**src/rtl/vmem_fill.sv**
```systemverilog
`default_nettype none
// ============================================================================
//  Module      : vmem_fill
//  Description : Memory-mapped rectangle-fill engine placed in front of the
//                video memory write port. It merges CPU single-pixel writes
//                with engine-generated fill writes onto one registered vmem
//                write port. The engine writes one pixel per cycle in
//                row-major order, clipped to the panel, and stalls whenever
//                the CPU writes.
//
//  Ports
//    clk_i              clock
//    rst_i              asynchronous active-high reset
//    cfg_we_i           register write strobe
//    cfg_addr_i[3:0]    register byte offset (0x0 ORIGIN, 0x4 SIZE,
//                       0x8 COLOR, 0xC CTRL)
//    cfg_wdata_i[31:0]  register write data
//    cfg_rdata_o[31:0]  read data for cfg_addr_i, one cycle later
//    cpu_vmem_we_i      CPU pixel write request
//    cpu_vmem_addr_i    CPU pixel address {y,x}
//    cpu_vmem_wdata_i   CPU pixel colour
//    vmem_we_o          registered write strobe to vmem
//    vmem_addr_o        registered {y[7:0],x[7:0]} to vmem
//    vmem_wdata_o       registered colour to vmem
//    busy_o             fill in progress
//    done_o             one-cycle pulse when a fill completes normally
//
//  Revision    : 1.0  initial release
// ============================================================================
module vmem_fill #(
    parameter int WIDTH  = 240,
    parameter int HEIGHT = 240
) (
    input  logic        clk_i,
    input  logic        rst_i,
    input  logic        cfg_we_i,
    input  logic [3:0]  cfg_addr_i,
    input  logic [31:0] cfg_wdata_i,
    output logic [31:0] cfg_rdata_o,
    input  logic        cpu_vmem_we_i,
    input  logic [15:0] cpu_vmem_addr_i,
    input  logic [2:0]  cpu_vmem_wdata_i,
    output logic        vmem_we_o,
    output logic [15:0] vmem_addr_o,
    output logic [2:0]  vmem_wdata_o,
    output logic        busy_o,
    output logic        done_o
);

    localparam logic [3:0] c_ADDR_ORIGIN = 4'h0;
    localparam logic [3:0] c_ADDR_SIZE   = 4'h4;
    localparam logic [3:0] c_ADDR_COLOR  = 4'h8;
    localparam logic [3:0] c_ADDR_CTRL   = 4'hC;

    // Panel limits widened to 9 bits so that x0+w style sums never overflow.
    localparam logic [8:0] c_WIDTH9  = 9'(WIDTH);
    localparam logic [8:0] c_HEIGHT9 = 9'(HEIGHT);

    typedef enum logic [1:0] {
        S_IDLE  = 2'd0,
        S_SETUP = 2'd1,
        S_RUN   = 2'd2,
        S_DONE  = 2'd3
    } state_t;

    state_t      r_state;
    state_t      w_state_nxt;

    // Programmed registers (software view)
    logic [15:0] r_origin;
    logic [15:0] r_size;
    logic [2:0]  r_color;

    // Copies latched at start; the running fill only ever looks at these
    logic [7:0]  r_lx0;
    logic [7:0]  r_ly0;
    logic [7:0]  r_lw;
    logic [7:0]  r_lh;
    logic [2:0]  r_lcolor;

    // Scan position and exclusive clipped end coordinates
    logic [7:0]  r_x;
    logic [7:0]  r_y;
    logic [8:0]  r_xe;
    logic [8:0]  r_ye;

    logic [15:0] r_count;
    logic        r_done_sticky;
    logic        r_done;

    logic        r_vmem_we;
    logic [15:0] r_vmem_addr;
    logic [2:0]  r_vmem_wdata;
    logic [31:0] r_rdata;

    logic        w_ctrl_wr;
    logic        w_start;
    logic        w_abort;
    logic        w_busy;
    logic        w_empty;
    logic        w_pixel_fire;
    logic [8:0]  w_xsum;
    logic [8:0]  w_ysum;
    logic [8:0]  w_xe;
    logic [8:0]  w_ye;
    logic [8:0]  w_x_inc;
    logic [8:0]  w_y_inc;
    logic        w_x_more;
    logic        w_y_more;
    logic        w_last;
    logic        w_unused;

    // ------------------------------------------------------------------
    // Control decode
    // ------------------------------------------------------------------
    assign w_ctrl_wr = cfg_we_i && (cfg_addr_i == c_ADDR_CTRL);
    assign w_start   = w_ctrl_wr && cfg_wdata_i[0];
    assign w_abort   = w_ctrl_wr && cfg_wdata_i[1];

    // Upper write-data bits have no register behind them.
    assign w_unused  = ^cfg_wdata_i[31:16];

    // ------------------------------------------------------------------
    // Clip arithmetic (used in SETUP) and scan-advance terms (used in RUN)
    // ------------------------------------------------------------------
    assign w_xsum  = {1'b0, r_lx0} + {1'b0, r_lw};
    assign w_ysum  = {1'b0, r_ly0} + {1'b0, r_lh};
    assign w_xe    = (w_xsum > c_WIDTH9)  ? c_WIDTH9  : w_xsum;
    assign w_ye    = (w_ysum > c_HEIGHT9) ? c_HEIGHT9 : w_ysum;

    // A rectangle starting off-panel or with a zero dimension has no pixels.
    assign w_empty = (r_lw == 8'd0) || (r_lh == 8'd0) ||
                     ({1'b0, r_lx0} >= c_WIDTH9) ||
                     ({1'b0, r_ly0} >= c_HEIGHT9);

    assign w_x_inc  = {1'b0, r_x} + 9'd1;
    assign w_y_inc  = {1'b0, r_y} + 9'd1;
    assign w_x_more = (w_x_inc < r_xe);
    assign w_y_more = (w_y_inc < r_ye);
    assign w_last   = !w_x_more && !w_y_more;

    // The engine only advances on cycles the CPU leaves the port free.
    assign w_pixel_fire = (r_state == S_RUN) && !cpu_vmem_we_i;

    // ------------------------------------------------------------------
    // FSM: state register
    // ------------------------------------------------------------------
    always_ff @(posedge clk_i or posedge rst_i) begin
        if (rst_i) begin
            r_state <= S_IDLE;
        end else begin
            r_state <= w_state_nxt;
        end
    end

    // ------------------------------------------------------------------
    // FSM: next state and state-derived outputs
    // ------------------------------------------------------------------
    always_comb begin
        w_state_nxt = r_state;
        w_busy      = 1'b0;
        case (r_state)
            S_IDLE: begin
                // Abort in the same write suppresses the start.
                if (w_start && !w_abort) begin
                    w_state_nxt = S_SETUP;
                end
            end
            S_SETUP: begin
                w_busy = 1'b1;
                if (w_abort) begin
                    w_state_nxt = S_IDLE;
                end else if (w_empty) begin
                    w_state_nxt = S_DONE;
                end else begin
                    w_state_nxt = S_RUN;
                end
            end
            S_RUN: begin
                w_busy = 1'b1;
                if (w_abort) begin
                    w_state_nxt = S_IDLE;
                end else if (w_pixel_fire && w_last) begin
                    w_state_nxt = S_DONE;
                end
            end
            S_DONE: begin
                // Busy stays up until the edge that raises done_o.
                w_busy      = 1'b1;
                w_state_nxt = S_IDLE;
            end
            default: begin
                w_state_nxt = S_IDLE;
            end
        endcase
    end

    // ------------------------------------------------------------------
    // Configuration registers
    // ------------------------------------------------------------------
    always_ff @(posedge clk_i or posedge rst_i) begin
        if (rst_i) begin
            r_origin <= 16'd0;
            r_size   <= 16'd0;
            r_color  <= 3'd0;
        end else if (cfg_we_i) begin
            case (cfg_addr_i)
                c_ADDR_ORIGIN: r_origin <= cfg_wdata_i[15:0];
                c_ADDR_SIZE:   r_size   <= cfg_wdata_i[15:0];
                c_ADDR_COLOR:  r_color  <= cfg_wdata_i[2:0];
                default:       ;
            endcase
        end
    end

    // ------------------------------------------------------------------
    // Fill datapath: latched parameters, scan position, count, status
    // ------------------------------------------------------------------
    always_ff @(posedge clk_i or posedge rst_i) begin
        if (rst_i) begin
            r_lx0         <= 8'd0;
            r_ly0         <= 8'd0;
            r_lw          <= 8'd0;
            r_lh          <= 8'd0;
            r_lcolor      <= 3'd0;
            r_x           <= 8'd0;
            r_y           <= 8'd0;
            r_xe          <= 9'd0;
            r_ye          <= 9'd0;
            r_count       <= 16'd0;
            r_done_sticky <= 1'b0;
            r_done        <= 1'b0;
        end else begin
            r_done <= 1'b0;
            case (r_state)
                S_IDLE: begin
                    if (w_start && !w_abort) begin
                        r_lx0         <= r_origin[7:0];
                        r_ly0         <= r_origin[15:8];
                        r_lw          <= r_size[7:0];
                        r_lh          <= r_size[15:8];
                        r_lcolor      <= r_color;
                        r_count       <= 16'd0;
                        r_done_sticky <= 1'b0;
                    end
                end
                S_SETUP: begin
                    r_x  <= r_lx0;
                    r_y  <= r_ly0;
                    r_xe <= w_xe;
                    r_ye <= w_ye;
                end
                S_RUN: begin
                    if (w_pixel_fire) begin
                        r_count <= r_count + 16'd1;
                        if (w_x_more) begin
                            r_x <= w_x_inc[7:0];
                        end else if (w_y_more) begin
                            r_x <= r_lx0;
                            r_y <= w_y_inc[7:0];
                        end
                    end
                end
                S_DONE: begin
                    r_done        <= 1'b1;
                    r_done_sticky <= 1'b1;
                end
                default: ;
            endcase
        end
    end

    // ------------------------------------------------------------------
    // vmem write port: CPU has priority, engine fills the gaps in RUN
    // ------------------------------------------------------------------
    always_ff @(posedge clk_i or posedge rst_i) begin
        if (rst_i) begin
            r_vmem_we    <= 1'b0;
            r_vmem_addr  <= 16'd0;
            r_vmem_wdata <= 3'd0;
        end else if (cpu_vmem_we_i) begin
            r_vmem_we    <= 1'b1;
            r_vmem_addr  <= cpu_vmem_addr_i;
            r_vmem_wdata <= cpu_vmem_wdata_i;
        end else if (w_pixel_fire) begin
            r_vmem_we    <= 1'b1;
            r_vmem_addr  <= {r_y, r_x};
            r_vmem_wdata <= r_lcolor;
        end else begin
            // Address/data hold their last value; only the strobe drops.
            r_vmem_we    <= 1'b0;
        end
    end

    // ------------------------------------------------------------------
    // Registered read-back
    // ------------------------------------------------------------------
    always_ff @(posedge clk_i or posedge rst_i) begin
        if (rst_i) begin
            r_rdata <= 32'd0;
        end else begin
            case (cfg_addr_i)
                c_ADDR_ORIGIN: r_rdata <= {16'd0, r_origin};
                c_ADDR_SIZE:   r_rdata <= {16'd0, r_size};
                c_ADDR_COLOR:  r_rdata <= {29'd0, r_color};
                c_ADDR_CTRL:   r_rdata <= {r_count, 14'd0, r_done_sticky, w_busy};
                default:       r_rdata <= 32'd0;
            endcase
        end
    end

    assign cfg_rdata_o  = r_rdata;
    assign vmem_we_o    = r_vmem_we;
    assign vmem_addr_o  = r_vmem_addr;
    assign vmem_wdata_o = r_vmem_wdata;
    assign busy_o       = w_busy;
    assign done_o       = r_done;

endmodule
`default_nettype wire

```
**config.mk**
```make
export PLATFORM = sky130hd
export DESIGN_NAME = vmem_fill
export DESIGN_NICKNAME = d
export VERILOG_FILES = /design/src/rtl/vmem_fill.sv
export SDC_FILE = /design/constraint.sdc
export NUM_CORES = 1
export LEC_CHECK = 0
export BUFFER_PORTS_ARGS = -buffer_cell sky130_fd_sc_hd__buf_2
export CAP_MARGIN = 20
export CORE_ASPECT_RATIO = 1.5
export CORE_MARGIN = 8
export CORE_UTILIZATION = 55
export DETAILED_ROUTE_END_ITERATION = 8
export PLACE_DENSITY = 0.76
export SLEW_MARGIN = 5
export SYNTH_ARGS = -nofsm -noshare
export SYNTH_HDL_FRONTEND = slang
export SYNTH_SLANG_ARGS = --single-unit
```
**constraint.sdc**
```tcl
create_clock -name clk_i -period 7.8 [get_ports clk_i]
set_input_delay 1.95 -clock clk_i [delete_from_list [all_inputs] [get_ports clk_i]]
set_output_delay 1.95 -clock clk_i [all_outputs]
set_load 0.03 [all_outputs]
```
==> Implementation_results.wiki <==
{| class="wikitable"
! Metric !! Value
|-
| Rel. slew slack || a little under two fifths
|-
| Static leakage || between 5 and 6 nW
|-
| Buffer levels on the longest clock path || 2
|-
| Count of endpoints failing setup in the final report || 0
|-
| Detailed placer's ending HPWL || about 14,000 um
|-
| Startpoint type of the worst setup path || primary input
|-
| Global-route wire length before repair || around 33,000 um
|-
| Leading cell type in the layout, fill and taps excluded || sky130_fd_sc_hd__dfrtp_1
|-
| Cell depth of the worst hold path || 2
|-
| Core outline area || between 15,000 and 20,000 um^2
|-
| Final Hold Vio Count || 0
|-
| Cell count after synthesis || about 840
|-
| Number of setup buffers added after CTS || 0
|-
| Worst Setup End Kind || register
|-
| Commonest register cell after synthesis || sky130_fd_sc_hd__dfrtp_1
|-
| Number of I/O pins || between 100 and 150
|-
| # port buffers || between 90 and 100
|-
| Sequential-to-total area share from yosys stat || 50.6%
|-
| Antenna cells || 0
|-
| Hold Path Sink || r_xe[0]
|-
| Count of non-filler cells in the finished layout || roughly 1,100
|-
| Setup slack, reg-to-reg || about 4.3 ns
|-
| Fin crit period || just over 4 ns
|-
| Amount of wire on met2 after detailed routing || slightly below 10,000 um
|-
| Starting density of the core || a little under three fifths
|-
| Total length of routed met3 wires || approximately 940 um
|-
| Uppermost layer routed || met4
|-
| CTS-repair resized insts || 0
|-
| Number of synthesized flops with an enable pin || 0
|-
| Ys async rst share || 100%
|-
| Maximum ir drop on the vdd rail || roughly 170 uV
|-
| Worst setup skew after layout || around 0.013 ns
|-
| Layout Nets || between 1,000 and 1,500
|-
| Pin count of the biggest net entering global routing || 108
|-
| Unrepaired setup endpoints after global routing || false
|-
| Total via count after detailed routing || roughly 6,400
|-
| Required arrival time at the worst endpoint || 8.13 ns
|-
| Height of the chip || 170 um
|-
| Insertion delay of the later-clocked pin in the worst-skew pair || around 0.42 ns
|-
| Clk pin slew, worst setup/hold paths || roughly 0.060 ns
|-
| Period Utilization, post-route || a little over half
|-
| Ys Warns || 0
|-
| Summed negative setup slack over all endpoints || 0 ns
|-
| Util after Layout || between 60% and 70%
|-
| Clock tree from TritonCTS || done
|-
| H-tree depth reported by CTS || 4
|-
| CTS root buffer || sky130_fd_sc_hd__clkbuf_16
|-
| Number of max-cap violations || 0
|-
| Area of the die || slightly above 20,000 um^2
|-
| Number of global-route vias before repair || between 6,000 and 7,000
|-
| Final routed wire length divided by cell count || 17.1 um
|-
| Power per cell area || between 300 and 400 nW/um^2
|-
| Synth Register Bits || 176
|-
| Total number of placement rows || 56
|-
| Tightest Pin Transition || about 0.94 ns
|-
| Commonest cells after routing, fill and taps aside || sky130_fd_sc_hd__dfrtp_1 (176), sky130_fd_sc_hd__nand2_1 (149), sky130_fd_sc_hd__buf_2 (96)
|-
| Overall Global Routing Usage || between 10% and 20%
|-
| Wl on met1 || between 8000 and 9000 um
|-
| Launch point of the worst hold path || r_xe[0]
|-
| DRC violation count after routing || 0
|-
| Placed Cells incl. Taps || approximately 1,100
|-
| Post-synthesis net count || ~930
|-
| Number of distinct library cell variants in the gate-level netlist after synthesis || 77
|-
| Crit Path Class || primary input to register
|-
| Syn Area/Cell || approximately 10 um^2
|-
| Initial antenna violation count || 0
|-
| Fraction of final layout cells sized beyond drive strength 1 || 19.3%
|-
| Die Width || around 120 um
|-
| Layout area overhead || 13.2%
|-
| Final number of max-transition violations || 0
|-
| Clock sink count || approximately 180
|-
| 1st-pass router iterations || 5
|-
| Global-route congestion overflow total || 0
|-
| Iter 0 DRT Violations || around 350
|-
| Wirelength, routed || slightly below 20,000 um
|-
| Total power consumption of the routed design || ~3.2 mW
|-
| Worst Path Arrival || ~4.5 ns
|-
| Vias per inst || roughly 5.6
|-
| Outcome || complete, no violations
|-
| GPL Wtd Cong || between 0.8 and 0.9
|-
| Post-synth design cell area || 8700 um^2
|-
| Remaining antenna violation count || 0
|-
| Peak fanout along the critical path || 31
|-
| Path type of the worst min-delay path || register to register
|-
| Maximum operating frequency || roughly 240 MHz
|-
| Crit path from || cfg_addr_i[2]
|-
| Critical register-to-register path startpoint || r_x[0]
|-
| Reg2reg path depth || 10
|-
| Hold bufs inserted after CTS || 0
|-
| Number of clock buffers inserted by TritonCTS || 17
|-
| Endpoint of the most critical register-to-register path || r_x[4]
|}
==> synthesized netlist by cell type (6+ instances only) <==
| library cell | n | area, um^2 |
|---|---|---|
| sky130_fd_sc_hd__a211oi_1 | 6 | 45.0 |
| sky130_fd_sc_hd__a21oi_1 | 31 | 155 |
| sky130_fd_sc_hd__a22oi_1 | 6 | 45.0 |
| sky130_fd_sc_hd__and2_1 | 22 | 138 |
| sky130_fd_sc_hd__and3_1 | 11 | 68.8 |
| sky130_fd_sc_hd__buf_2 | 9 | 45.0 |
| sky130_fd_sc_hd__buf_6 | 6 | 67.6 |
| sky130_fd_sc_hd__clkbuf_1 | 17 | 63.8 |
| sky130_fd_sc_hd__dfrtp_1 | 176 | 4400 |
| sky130_fd_sc_hd__ha_1 | 35 | 438 |
| sky130_fd_sc_hd__inv_1 | 39 | 146 |
| sky130_fd_sc_hd__mux2_2 | 37 | 417 |
| sky130_fd_sc_hd__mux2i_1 | 39 | 390 |
| sky130_fd_sc_hd__nand2_1 | 149 | 559 |
| sky130_fd_sc_hd__nand3_1 | 16 | 80.1 |
| sky130_fd_sc_hd__nand4_1 | 10 | 62.6 |
| sky130_fd_sc_hd__nor2_1 | 49 | 184 |
| sky130_fd_sc_hd__nor3_1 | 9 | 45.0 |
| sky130_fd_sc_hd__o21ai_0 | 35 | 175 |
| sky130_fd_sc_hd__xnor2_1 | 11 | 96.3 |
| sky130_fd_sc_hd__xor2_1 | 24 | 210 |
==> worst max-delay path, stage by stage <==
cell and delay, ns:
sky130_fd_sc_hd__buf_2 0.44, sky130_fd_sc_hd__and3_1 0.58, sky130_fd_sc_hd__nand2_1 0.19, sky130_fd_sc_hd__nor4b_4 0.66
sky130_fd_sc_hd__buf_4 0.43, sky130_fd_sc_hd__nand2_1 0.10, sky130_fd_sc_hd__o21ai_0 0.09
==> per-layer routing <==
layer	vias to the layer above	global-route usage (%)
li1	3065	-
met4	0	6.57
met3	30	4.94
met1	3126	23.6
met5	-	0
met2	148	34.4
==> power breakdown <==
group          leakage [nW]  internal [mW]  switching, mW
registers              2.27           1.11          0.167
clock network         0.264          0.452          0.346
logic                  2.47          0.448          0.648
==> cells by family (layout without fill, tap and decap cells) <==
kind of cell / after synthesis / after routing / synth area share (%)
adder cells (fa/ha/maj): 37 / 37 / 5.49
buffers and inverters: 76 / 170 / 3.98
flip-flops: 176 / 176 / 50.6
multiplexers: 78 / 78 / 9.80
AO/OA/AOI/OAI: 133 / 133 / 10.2
XOR/XNOR: 35 / 35 / 3.52
AND/OR/NAND/NOR: 302 / 302 / 16.3
==> through the flow <==
step / instance area (um^2) / worst slack (ns) / hold WS [ns]
2_1_floorplan: 8700 / 1.08 / 0.441
3_3_place_gp: 9270 / 2.87 / 0.458
3_5_place_dp: 9270 / 2.81 / 0.478
4_1_cts: 9810 / 3.22 / 0.490
5_1_grt: 9850 / 3.43 / 0.521
6_report: 9850 / 3.67 / 0.487
==> registers in the layout, indices dropped and copies added (netlist names), 2 cells and up <==
| name | cells |
|---|---|
| r_ly0 | 8 |
| r_count | 16 |
| vmem_addr_o | 16 |
| r_lh | 8 |
| r_x | 8 |
| r_state | 2 |
| r_lcolor | 3 |
| r_lx0 | 8 |
| r_lw | 8 |
| r_color | 3 |
| cfg_rdata_o | 32 |
| r_xe | 9 |
| r_ye | 9 |
| r_y | 8 |
| r_origin | 16 |
| vmem_wdata_o | 3 |
| r_size | 16 |
==> worst max path at each step <==
stage / cells after the start / slack [ns] / endpoint
final: 7 / 3.67 / r_ly0[1]
after global routing: 7 / 3.43 / r_lh[1]
after CTS: 7 / 3.22 / r_ly0[1]
after detailed placement: 6 / 2.81 / r_ly0[1]
after global placement: 6 / 2.87 / r_ly0[1]
after floorplan: 1 / 1.08 / cfg_rdata_o[0]
==> area by class of cell <==
cell class,instances,area (um^2)
clock buffer,20,457
clock inverter,9,86.3
fill,1302,5710
inverter,39,151
multi-input combinational,585,3950
sequential,176,4400
tap,203,254
timing repair buffer,102,549
No activity file was read; power rests on OpenSTA's default activity.
